`src/rtl/inst_sram_responder_pkg.sv`:
```
// Shared widths and types for the instruction SRAM-like responder.
package inst_sram_responder_pkg;

  localparam int unsigned BUS_W      = 32;
  localparam int unsigned WORD_SHIFT = 2;

  typedef logic [BUS_W-1:0] word_t;

endpackage

```
`src/rtl/inst_sram_responder_resp_fifo.sv`:
```
// In-order response buffer: DEPTH x 32 FIFO, registered storage, async active-high reset.
module resp_fifo
  import inst_sram_responder_pkg::*;
#(
  parameter int unsigned DEPTH = 4
) (
  input  logic  clk,
  input  logic  reset,
  input  logic  push,
  input  logic  pop,
  input  word_t wdata,
  output word_t rdata,
  output logic  full,
  output logic  empty
);

  localparam int unsigned PTR_W = (DEPTH > 1) ? $clog2(DEPTH) : 1;

  // Extra MSB on each pointer distinguishes full from empty.
  logic [PTR_W:0] wr_ptr;
  logic [PTR_W:0] rd_ptr;
  word_t          mem [DEPTH];

  assign empty = (wr_ptr == rd_ptr);
  assign full  = (wr_ptr[PTR_W] != rd_ptr[PTR_W]) &&
                 (wr_ptr[PTR_W-1:0] == rd_ptr[PTR_W-1:0]);
  assign rdata = mem[rd_ptr[PTR_W-1:0]];

  always_ff @(posedge clk or posedge reset) begin
    if (reset) begin
      wr_ptr <= '0;
      rd_ptr <= '0;
      for (int i = 0; i < int'(DEPTH); i++) begin
        mem[i] <= '0;
      end
    end else begin
      if (push) begin
        mem[wr_ptr[PTR_W-1:0]] <= wdata;
        wr_ptr                 <= wr_ptr + (PTR_W+1)'(1);
      end
      if (pop) begin
        rd_ptr <= rd_ptr + (PTR_W+1)'(1);
      end
    end
  end

  pop_when_empty: assert property (@(posedge clk) disable iff (reset) !(pop && empty));

endmodule

```
`src/rtl/inst_sram_responder.sv`:
```
// Responder end of the SRAM-like instruction bus: credit-limited accept, fixed-latency
// RAM read, in-order buffered return with hold back-pressure.
module inst_sram_responder
  import inst_sram_responder_pkg::*;
#(
  parameter int unsigned DEPTH       = 4,
  parameter int unsigned RAM_LATENCY = 1,
  parameter int unsigned ADDR_W      = 12
) (
  input  logic              clk,
  input  logic              reset,
  input  logic              inst_req,
  input  logic [BUS_W-1:0]  inst_addr,
  output logic              inst_addr_ok,
  output logic              inst_data_ok,
  output logic [BUS_W-1:0]  inst_rdata,
  input  logic              resp_hold,
  output logic              ram_en,
  output logic [ADDR_W-1:0] ram_addr,
  input  logic [BUS_W-1:0]  ram_rdata,
  output logic              busy
);

  localparam int unsigned CNT_W = $clog2(DEPTH + 1);

  logic [CNT_W-1:0]       cnt;
  logic [RAM_LATENCY-1:0] pipe;
  logic                   hs;
  logic                   push;
  logic                   pop;
  logic                   fifo_full;
  logic                   fifo_empty;
  word_t                  head;
  logic                   unused_bits;

  // Credit check uses the registered count only, so a same-cycle pop frees nothing yet.
  assign inst_addr_ok = inst_req && !reset && (cnt < CNT_W'(DEPTH));
  assign hs           = inst_req && inst_addr_ok;
  assign ram_en       = hs;
  assign ram_addr     = reset ? '0 : inst_addr[ADDR_W+WORD_SHIFT-1:WORD_SHIFT];

  assign push         = pipe[RAM_LATENCY-1];
  assign pop          = !fifo_empty && !resp_hold;
  assign inst_data_ok = pop;
  assign inst_rdata   = head;
  assign busy         = (cnt != '0);

  assign unused_bits  = ^{inst_addr[BUS_W-1:ADDR_W+WORD_SHIFT],
                          inst_addr[WORD_SHIFT-1:0], fifo_full};

  // Valid bit per RAM pipeline stage; the last stage marks ram_rdata as this cycle's data.
  always_ff @(posedge clk or posedge reset) begin
    if (reset) begin
      pipe <= '0;
    end else begin
      pipe[0] <= hs;
      for (int i = 1; i < int'(RAM_LATENCY); i++) begin
        pipe[i] <= pipe[i-1];
      end
    end
  end

  // Outstanding count covers both the RAM pipe and buffered responses.
  always_ff @(posedge clk or posedge reset) begin
    if (reset) begin
      cnt <= '0;
    end else begin
      case ({hs, pop})
        2'b10:   cnt <= cnt + CNT_W'(1);
        2'b01:   cnt <= cnt - CNT_W'(1);
        default: cnt <= cnt;
      endcase
    end
  end

  resp_fifo #(
    .DEPTH (DEPTH)
  ) u_resp_fifo (
    .clk   (clk),
    .reset (reset),
    .push  (push),
    .pop   (pop),
    .wdata (ram_rdata),
    .rdata (head),
    .full  (fifo_full),
    .empty (fifo_empty)
  );

  push_when_full: assert property (@(posedge clk) disable iff (reset) !(push && fifo_full));

endmodule

```
`config.mk`:
```
export PLATFORM = sky130hd
export DESIGN_NAME = inst_sram_responder
export DESIGN_NICKNAME = d
export VERILOG_FILES = /design/src/rtl/inst_sram_responder_pkg.sv /design/src/rtl/inst_sram_responder_resp_fifo.sv /design/src/rtl/inst_sram_responder.sv
export SDC_FILE = /design/constraint.sdc
export NUM_CORES = 1
export LEC_CHECK = 0
export CORE_MARGIN = 5
export CORE_UTILIZATION = 47
export DETAILED_ROUTE_END_ITERATION = 6
export DONT_BUFFER_PORTS = 1
export PLACE_DENSITY = 0.59
export SLEW_MARGIN = 5
export SYNTH_ARGS = -nofsm -noshare
export SYNTH_HDL_FRONTEND = slang
export SYNTH_SLANG_ARGS = --single-unit
```
`constraint.sdc`:
```
create_clock -name clk -period 4.4 [get_ports clk]
set_input_delay 0 -clock clk [delete_from_list [all_inputs] [get_ports clk]]
set_output_delay 0 -clock clk [all_outputs]
set_load 0.02 [all_outputs]
```
==> results_dict.tcl, run 1 <==
set metrics [dict create \
    first_global_vias 3562 \
    ctsResizeCount 0 \
    final_area_mm2 0.00730 \
    yosys_warnings 0 \
    place.gp.congestion 0.657 \
    required_ns 4.73 \
    clk_latency_ns 0.41 \
    antenna_found_initial 0 \
    synth_area_per_cell_um2 16.4 \
    grt_pass1_wl_mm 19.7 \
    power_density_mw_per_mm2 794 \
    ir_drop_mv 0.319 \
    root_buffer "clkbuf_16" \
    ys.flop_type "dfrtp_1" \
    fillers 1069 \
    hold_viol 0 \
    cp_data_arrival_time_ns 2.85 \
    async_reset_ff_frac 1.00 \
    fin_setup_tns_ns 0 \
    seqCellArea_mm2 0.00346 \
    hold_path_end "ram_addr[4]" \
    reg2reg_setup_slack_ns 1.88 \
    dr.pass1.iters 4 \
    syn_inst 381 \
    ys_seq_elements 138 \
    yosysMostFrequentCell "dfrtp_1" \
    outcome "completed" \
    syn_to_final_growth_pct 16.6 \
    hold_path_class "input port to output pin" \
    drv_slew 0 \
    postRouteAntennaNets 0 \
    hpwl_mm 6.96 \
    num_antenna_cells 0 \
    crit-reg2reg-launch "u_resp_fifo.wr_ptr[1]$_DFFE_PP0P_" \
    maxCapViolCount 0 \
    syn-num-nets 456 \
    drt-total-wl_mm 12.0 \
    postCtsHoldBufs 35 \
    dieWidth_um 125 \
    die_area_mm2 0.0157 \
    ys_seq_area_frac 0.552 \
    num_rows 42 \
    cts_tree "built" \
    critPathKind "flop to flop" \
    clockBufferDepth 2 \
    cts_buffers 17 \
    synth_edf_count 0 \
    post-route-period-util 0.572 \
    worst_pin_slew_ns 1.04 \
    pin_count 116 \
    finClkSkew_ns 0.00420 \
    cts_htree_levels 4 \
    finalSetupViolCount 0 \
    io_buffers 0 \
    rsz0062_at_grt "no" \
    worstSetupStartpointType "flop" \
    netlist.top_cell.by_area "dfrtp_1" \
    synth.area.top_cells "dfrtp_1, mux2_2, mux4_2" \
    grt_overflow 0 \
    place_area_mm2 0.00635 \
    clk_pin_slew_worst_paths_ns 0.06 \
    rr_endpoint "cnt[2]$_DFFE_PP0P_" \
    vias 3313 \
    synthTopCellsByCount "dfrtp_1, mux2_2, mux4_2, nor2b_1, buf_4" \
    clock_sinks 138 \
    grt_start_max_net_pins 98 \
    vias_per_cell 5.49 \
    cts_setup_buffers 0 \
    synth.distinct_cells 29 \
    hold_start "reset" \
    core-area_mm2 0.0131 \
    p_leak_nw 3.04 \
    ff2ff_path_depth 8 \
    syn-cell-area_mm2 0.00626 \
    first_iter_violations 154 \
    multi_input_area_mm2 0.00261 \
    min_period_ns 2.52 \
    die_height_um 125 \
    nets 491 \
    track_usage 0.161 \
    start_util 0.476 \
    hold_depth 1 \
    avgRoutedWirePerCell_um 19.8 \
    slew_headroom 0.301 \
    synth_top_area_frac 0.552 \
    fmax_mhz 397 \
    drc 0 \
    worstSetupEndpointType "flop" \
    drive_gt1_frac 0.456 \
    path_max_fanout 4 \
]
[kinds of logic after synthesis]
family	Yosys count	share of synthesized area
simple gates	27	0.0250
flops	138	0.552
buf+inv	32	0.0322
compound gates	8	0.0104
mux	160	0.350
xor+xnor	9	0.0150
fa+ha+maj	7	0.0152
[cells in the final DEF (no fill, tap or decap), drive strengths merged, types with 2 or more instances in the layout]
cell type      n
buf            3
bufinv         3
clkbuf        23
clkinv         4
dfrtp        138
dlygate4sd3   35
ha             6
inv           10
mux2         128
mux4          32
nand2          6
nor2           2
nor2b         14
nor3b          2
o21ai          2
xnor2          5
xor2           4
[how the worst max path moves through the flow]
stage,start,endpoint,slack [ns],cells after the start
finish,u_resp_fifo.wr_ptr[1]$_DFFE_PP0P_,cnt[2]$_DFFE_PP0P_,1.88,8
global route,u_resp_fifo.wr_ptr[1]$_DFFE_PP0P_,cnt[2]$_DFFE_PP0P_,1.73,8
CTS,u_resp_fifo.wr_ptr[1]$_DFFE_PP0P_,cnt[2]$_DFFE_PP0P_,1.84,8
detailed placement,u_resp_fifo.wr_ptr[1]$_DFFE_PP0P_,cnt[2]$_DFFE_PP0P_,1.86,8
global placement,u_resp_fifo.wr_ptr[1]$_DFFE_PP0P_,cnt[2]$_DFFE_PP0P_,1.88,8
floorplan,reset,cnt[0]$_DFFE_PP0P_,0.50,2
[critical path: stages (launching register included)]
cell and delay [ns]:
dfrtp_1 0.44, xnor2_2 0.19, a31oi_1 0.67, ha_1 0.30, inv_1 0.06, fa_1 0.37
xor2_1 0.15, nor2_1 0.11, xor2_1 0.15
[metal layers]
metal	share of wire	global-route usage	vias to the layer above
met5	0	0	-
met1	0.45	0.210	1768
met3	0.041	0.0499	14
met2	0.49	0.253	62
met4	0.014	0.0631	0
li1	-	-	1469
[power by group]
part	total, mW	switching, mW	internal (mW)
sequential	2.23	0.314	1.92
combinational	2.13	1.05	1.08
clock	1.43	0.501	0.929
[sequential cells by signal (all words and copies together) (netlist names)]
register and cells:
u_resp_fifo.mem 128, cnt 3, u_resp_fifo.rd_ptr 3, u_resp_fifo.wr_ptr 3, pipe 1
[layout make-up]
| cell class | instances | area share |
|---|---|---|
| Sequential cell | 138 | 0.474 |
| Multi-Input combinational cell | 211 | 0.358 |
| Clock buffer | 23 | 0.0655 |
| Timing Repair Buffer | 38 | 0.0511 |
| Tap cell | 176 | 0.0302 |
| Clock inverter | 8 | 0.0161 |
| Inverter | 10 | 0.00583 |
[stage by stage]
stage / utilization / setup slack (ns) / hold WS (ns) / power [mW] / cells
after global routing: 0.555 / 1.73 / 0.0859 / 6.14 / 604
after global placement: 0.483 / 1.88 / 0.0857 / 4.31 / 538
after CTS: 0.555 / 1.84 / 0.0839 / 5.89 / 604
after floorplan: - / 0.500 / 0.0781 / 4.06 / 381
final: 0.555 / 1.88 / 0.0827 / 5.80 / 604
after detailed placement: 0.483 / 1.86 / 0.0839 / 4.40 / 538
(Power assumes the default switching activity.)
==> run 2, diff against run 1 <==
- ABC_AREA: default -> 1
- clock period: 4.4 -> 2.62 ns (I/O delays scaled with it)
==> run 2 against run 1 <==
  * Final cell count up 57%
  * Via count up 50%
  * Sequential power fell by 4%
  * Largest cell class unchanged
  * Synthesized area is 1.7% lower
  * Sequential share of layout area is 1.2 points lower
  * Clock skew grew 0.0024 ns
  * Utilization up 3.3 points
  * Register-to-register slack lost 1.2 ns
  * Clock-buffer cell count is 2 higher
==> results_dict.tcl, run 2 <==
set metrics [dict create \
    clockPowerShare 0.522 \
    synth.area.top_cells "dfrtp_1, o21ai_0, nand2_1" \
    place.gp.congestion 0.732 \
    combPwrFrac 0.029 \
    fmax_mhz 474 \
    final_cells 950 \
    ys_seq_area_frac 0.562 \
    p_seq_frac 0.449 \
    postRouteAntennaNets 0 \
    place_area_mm2 0.00651 \
    die_height_um 124 \
    drive_gt1_frac 0.111 \
    ys_seq_elements 138 \
    drv_slew 0 \
    cts_setup_buffers 0 \
    p_total_mw 4.75 \
    timing.final.ws_setup_ns 0.510 \
    final_area_mm2 0.00748 \
    largest_reg_flops 128 \
    syn_inst 715 \
    grt_pass1_wl_mm 25.2 \
    hold_viol 0 \
    grt.met1_usage 0.261 \
    finClkSkew_ns 0.00663 \
    p_leak_nw 3.64 \
    syn-cell-area_mm2 0.00615 \
    grt_overflow 0 \
    cp_data_arrival_time_ns 2.11 \
    outcome "completed" \
    root_buffer "clkbuf_16" \
    worstSetupStartpointType "flop" \
    placed_cells 883 \
    clk_pin_slew_worst_paths_ns 0.05 \
    drc 0 \
    core-area_mm2 0.0127 \
    yosysMostFrequentCell "o21ai_0" \
    power_density_mw_per_mm2 635 \
    dr.pass1.iters 5 \
    num_antenna_cells 0 \
    vias 4954 \
    ctsResizeCount 0 \
    final_util 0.588 \
    holdWs_ns 0.0835 \
    yosys_warnings 0 \
    first_global_vias 5009 \
    avgRoutedWirePerCell_um 15.5 \
    rsz0062_at_grt "no" \
    place_worst_setup_slack_ns 0.673 \
    io_buffers 0 \
    syn-num-nets 790 \
    clockBufferDepth 2 \
    cts_htree_levels 4 \
    ir_drop_mv 0.359 \
    synthTopCellsByCount "o21ai_0, nand2_1, dfrtp_1, nor2_1, inv_1" \
    postCtsHoldBufs 35 \
    start_util 0.483 \
    vias_per_cell 5.21 \
    clock_sinks 138 \
    cpMaxStageDelayCell "buf_4" \
    synth_edf_count 0 \
    hpwl_mm 8.69 \
    gr-usage-met2 0.329 \
    nets 840 \
    hold_path_class "input port to output pin" \
    layout_common_cells "o21ai_0, nand2_1, dfrtp_1, nor2_1, inv_1" \
    grt_start_max_net_pins 139 \
    p_int_mw 3.82 \
    fin_setup_tns_ns 0 \
    critPathKind "flop to output pin" \
    path_common_cell "buf_4" \
    final_common_cell "o21ai_0" \
    cts_buffers 17 \
    syn_to_final_growth_pct 21.7 \
    clk_latency_ns 0.42 \
    finalSetupViolCount 0 \
    grtUsageMet3 0.0515 \
    synth_top_area_frac 0.562 \
    ys.flop_type "dfrtp_1" \
    post-route-period-util 0.806 \
    worstSetupEndpointType "output pin" \
    pin_count 116 \
    first_iter_violations 414 \
    dieWidth_um 124 \
    min_period_ns 2.11 \
    required_ns 2.62 \
    worst_pin_slew_ns 0.755 \
    sw_frac_of_total 0.196 \
    synth.distinct_cells 21 \
    antenna_found_initial 0 \
    track_usage 0.199 \
    netlist.top_cell.by_area "dfrtp_1" \
    busiest_layer "met2" \
    cp_cell_sequence "inv_2 > buf_4 > o21ai_0 > o22ai_1 > buf_4" \
    num_rows 41 \
    async_reset_ff_frac 1.00 \
    fillers 1155 \
    drt-total-wl_mm 14.7 \
    maxCapViolCount 0 \
    cts_tree "built" \
    largest_register "u_resp_fifo.mem" \
    synth_area_per_cell_um2 8.60 \
    slew_headroom 0.496 \
    die_area_mm2 0.0155 \
    slowest_delay_ns 0.55 \
    p_switching_mw 0.930 \
    path_max_fanout 65 \
]
## run 2: changes by cell type in the layout (fill, tap and decap cells not counted), sizes merged, moves of 41 or more
cell and delta:
buf +41, inv +48, mux2 -128, nand2 +141
nor2 +74, o21ai +193
## run 2: worst paths after layout
check | startpoint | endpoint | slack (ns) | depth (start not counted)
setup reg to reg | u_resp_fifo.wr_ptr[0]$_DFFE_PP0P_ | cnt[2]$_DFFE_PP0P_ | 0.67 | 12
setup / recovery | u_resp_fifo.rd_ptr[0]$_DFFE_PP0P_ | inst_rdata[31] | 0.51 | 5
max in group asynchronous | reset | u_resp_fifo.rd_ptr[0]$_DFFE_PP0P_ | 1.67 | 3
hold / removal | reset | ram_addr[10] | 0.08 | 1
min in group asynchronous | reset | u_resp_fifo.mem[67]$_DFFE_PP0P_ | 0.32 | 3
hold reg to reg | u_resp_fifo.mem[69]$_DFFE_PP0P_ | u_resp_fifo.mem[69]$_DFFE_PP0P_ | 0.48 | 2
## run 2: layout make-up
type / count / area, um^2 / area share
Multi-Input combinational cell: 470 / 2220 / 0.296
Clock buffer: 25 / 515 / 0.0689
Inverter: 59 / 225 / 0.0301
Tap cell: 172 / 215 / 0.0288
Timing Repair Buffer: 79 / 743 / 0.0993
Sequential cell: 138 / 3450 / 0.462
Clock inverter: 7 / 110 / 0.0147
## run 2: layer usage
metal / wire length (um) / up-vias
met4: 212 / 0
li1: - / 2434
met2: 7210 / 165
met1: 6450 / 2336
met5: 0 / -
met3: 861 / 19
## run 2: power by group through the flow
| stage | combinational (mW) | clock [mW] | sequential (mW) |
|---|---|---|---|
| 2_1_floorplan | 0.0735 | 0 | 2.17 |
| 3_3_place_gp | 0.0975 | 0 | 2.17 |
| 3_5_place_dp | 0.0992 | 0 | 2.17 |
| 4_1_cts | 0.142 | 2.53 | 2.13 |
| 5_1_grt | 0.158 | 2.64 | 2.13 |
| 6_report | 0.138 | 2.48 | 2.13 |
## run 2: critical path, delay by kind of cell (launching register included)
| family | cells | cell delay (ns) |
|---|---|---|
| flip-flops | 1 | 0.42 |
| AO/OA/AOI/OAI | 2 | 0.45 |
| buffers and inverters | 3 | 0.82 |
## run 2: cell families after synthesis
logic type / share of synthesized area
compound gates: 0.192
xor+xnor: 0.00855
fa+ha+maj: 0.0155
buf+inv: 0.0785
flops: 0.562
simple gates: 0.144
==> run 3, diff against run 2 <==
- ABC_AREA: 1 -> 0
- clock period: 2.62 -> 1.95 ns (I/O delays scaled with it)
==> run 3 against run 2 <==
  * Combinational power rose to 38 times the previous value
  * Via count fell by 32%
  * Setup slack got worse by 0.46 ns
  * Non-clock buffer count fell by 24
  * Sequential cell count did not move
  * Critical path type is now flop to flop
  * Critical endpoint is now cnt[2]$_DFFE_PP0P_
==> results_dict.tcl, run 3 (synthesis results as in run 1) <==
set metrics [dict create \
    worst_pin_slew_ns 0.731 \
    cts_buffers 17 \
    vias_per_cell 5.46 \
    drv_slew 0 \
    nets 508 \
    clk_pin_slew_worst_paths_ns 0.06 \
    placed_cells 554 \
    antenna_found_initial 0 \
    p_leak_nw 3.15 \
    maxCapViolCount 0 \
    die_height_um 125 \
    required_ns 2.29 \
    hold_path_class "input port to output pin" \
    worstSetupEndpointType "flop" \
    dieWidth_um 125 \
    track_usage 0.167 \
    rsz0062_at_grt "yes" \
    clock_sinks 138 \
    grt_start_max_net_pins 81 \
    hpwl_mm 7.78 \
    drc 0 \
    clockBufferDepth 2 \
    clk_latency_ns 0.42 \
    fmax_mhz 527 \
    first_iter_violations 160 \
    num_rows 42 \
    core-area_mm2 0.0131 \
    drive_gt1_frac 0.497 \
    cts_tree "built" \
    power_density_mw_per_mm2 1770 \
    fin_setup_tns_ns 0 \
    hold_viol 0 \
    critPathKind "flop to flop" \
    first_global_vias 3794 \
    largest_reg_flops 128 \
    vias 3388 \
    place.gp.congestion 0.687 \
    finClkSkew_ns 0.0129 \
    syn_to_final_growth_pct 20.9 \
    postRouteAntennaNets 0 \
    die_area_mm2 0.0157 \
    avgRoutedWirePerCell_um 19.5 \
    cts_htree_levels 4 \
    pin_count 116 \
    cp_data_arrival_time_ns 2.23 \
    post-route-period-util 0.974 \
    largest_register "u_resp_fifo.mem" \
    grt_pass1_wl_mm 20.6 \
    dr.pass1.iters 4 \
    final_util 0.576 \
    timing.final.ws_setup_ns 0.0513 \
    root_buffer "clkbuf_16" \
    slew_headroom 0.513 \
    drt-total-wl_mm 12.1 \
    final_common_cell "dfrtp_1" \
    fillers 1087 \
    finalSetupViolCount 0 \
    io_buffers 0 \
    start_util 0.476 \
    path_max_fanout 2 \
    num_antenna_cells 0 \
    worstSetupStartpointType "flop" \
    place_worst_setup_slack_ns 0.0145 \
    final_cells 621 \
    grt_overflow 0 \
    min_period_ns 1.90 \
    outcome "completed" \
    layout_common_cells "dfrtp_1, mux2_2, dlygate4sd3_1, mux4_2, clkbuf_16" \
    ir_drop_mv 0.788 \
]
run 3: cell types whose count changed in the layout (fill, tap and decap cells not counted), moves of 5 or more:
cell / before / now
mux4_2: 0 / 27
nand2_1: 142 / 2
nor2_1: 76 / 2
nand3_1: 5 / 0
nor2b_1: 0 / 14
mux4_1: 0 / 5
o21ai_0: 186 / 2
o21ai_1: 9 / 0
mux2_2: 0 / 128
inv_1: 56 / 8
buf_12: 5 / 10
buf_4: 39 / 8
o22ai_1: 32 / 0
run 3: layout make-up:
cell class | instances | area (um^2) | area share
sequential | 138 | 3460 | 0.457
multi-input combinational | 211 | 2650 | 0.351
inverter | 10 | 41.3 | 0.00546
clock inverter | 8 | 95.1 | 0.0126
clock buffer | 23 | 468 | 0.0618
timing repair buffer | 55 | 633 | 0.0837
tap | 176 | 220 | 0.0291
run 3: repair_timing:
item,CTS,global route
hold buffers,35,0
hold endpoints to repair,272,0
pin swaps,0,2
buffers inserted,0,1
endpoints found under the setup margin,28,26
gates resized for setup,7,6
run 3: routing by layer:
layer	global-route usage	vias up	wire, um
met5	0	-	0
met4	0.0555	0	149
met3	0.0576	17	553
met2	0.270	64	6200
met1	0.213	1799	5210
li1	-	1508	-
run 3: through the flow:
step / instance area (um^2) / power, mW / hold slack, ns
3_5_place_dp: 6620 / 10.2 / 0.0427
5_1_grt: 7570 / 14.2 / 0.0861
2_1_floorplan: 6310 / 9.27 / 0.0398
3_3_place_gp: 6620 / 10.0 / 0.0317
6_report: 7570 / 13.4 / 0.0833
4_1_cts: 7550 / 13.5 / 0.0843
run 3: critical path: stages (launching register included):
cell and delay (ns):
dfrtp_2 0.43, xnor2_2 0.17, a31oi_4 0.23, ha_4 0.17
inv_2 0.04, fa_2 0.34, xor2_1 0.15, nor2_1 0.13
xor2_1 0.15
run 3: power breakdown:
group | total, mW | internal, mW | switching [mW]
Clock | 3.07 | 1.93 | 1.14
Combinational | 5.23 | 2.73 | 2.50
Sequential | 5.09 | 4.34 | 0.748
Total | 13.4 | 9.00 | 4.39
run 3: worst paths after layout:
check	startpoint	end	slack, ns	cells after the start
setup reg to reg	u_resp_fifo.rd_ptr[0]$_DFFE_PP0P_	cnt[2]$_DFFE_PP0P_	0.05	8
hold / removal	reset	ram_addr[4]	0.08	1
setup / recovery	u_resp_fifo.rd_ptr[0]$_DFFE_PP0P_	cnt[2]$_DFFE_PP0P_	0.05	8
max in group asynchronous	reset	u_resp_fifo.wr_ptr[1]$_DFFE_PP0P_	1.04	3
hold reg to reg	u_resp_fifo.mem[5]$_DFFE_PP0P_	u_resp_fifo.mem[5]$_DFFE_PP0P_	0.50	1
min in group asynchronous	reset	u_resp_fifo.mem[61]$_DFFE_PP0P_	0.22	3
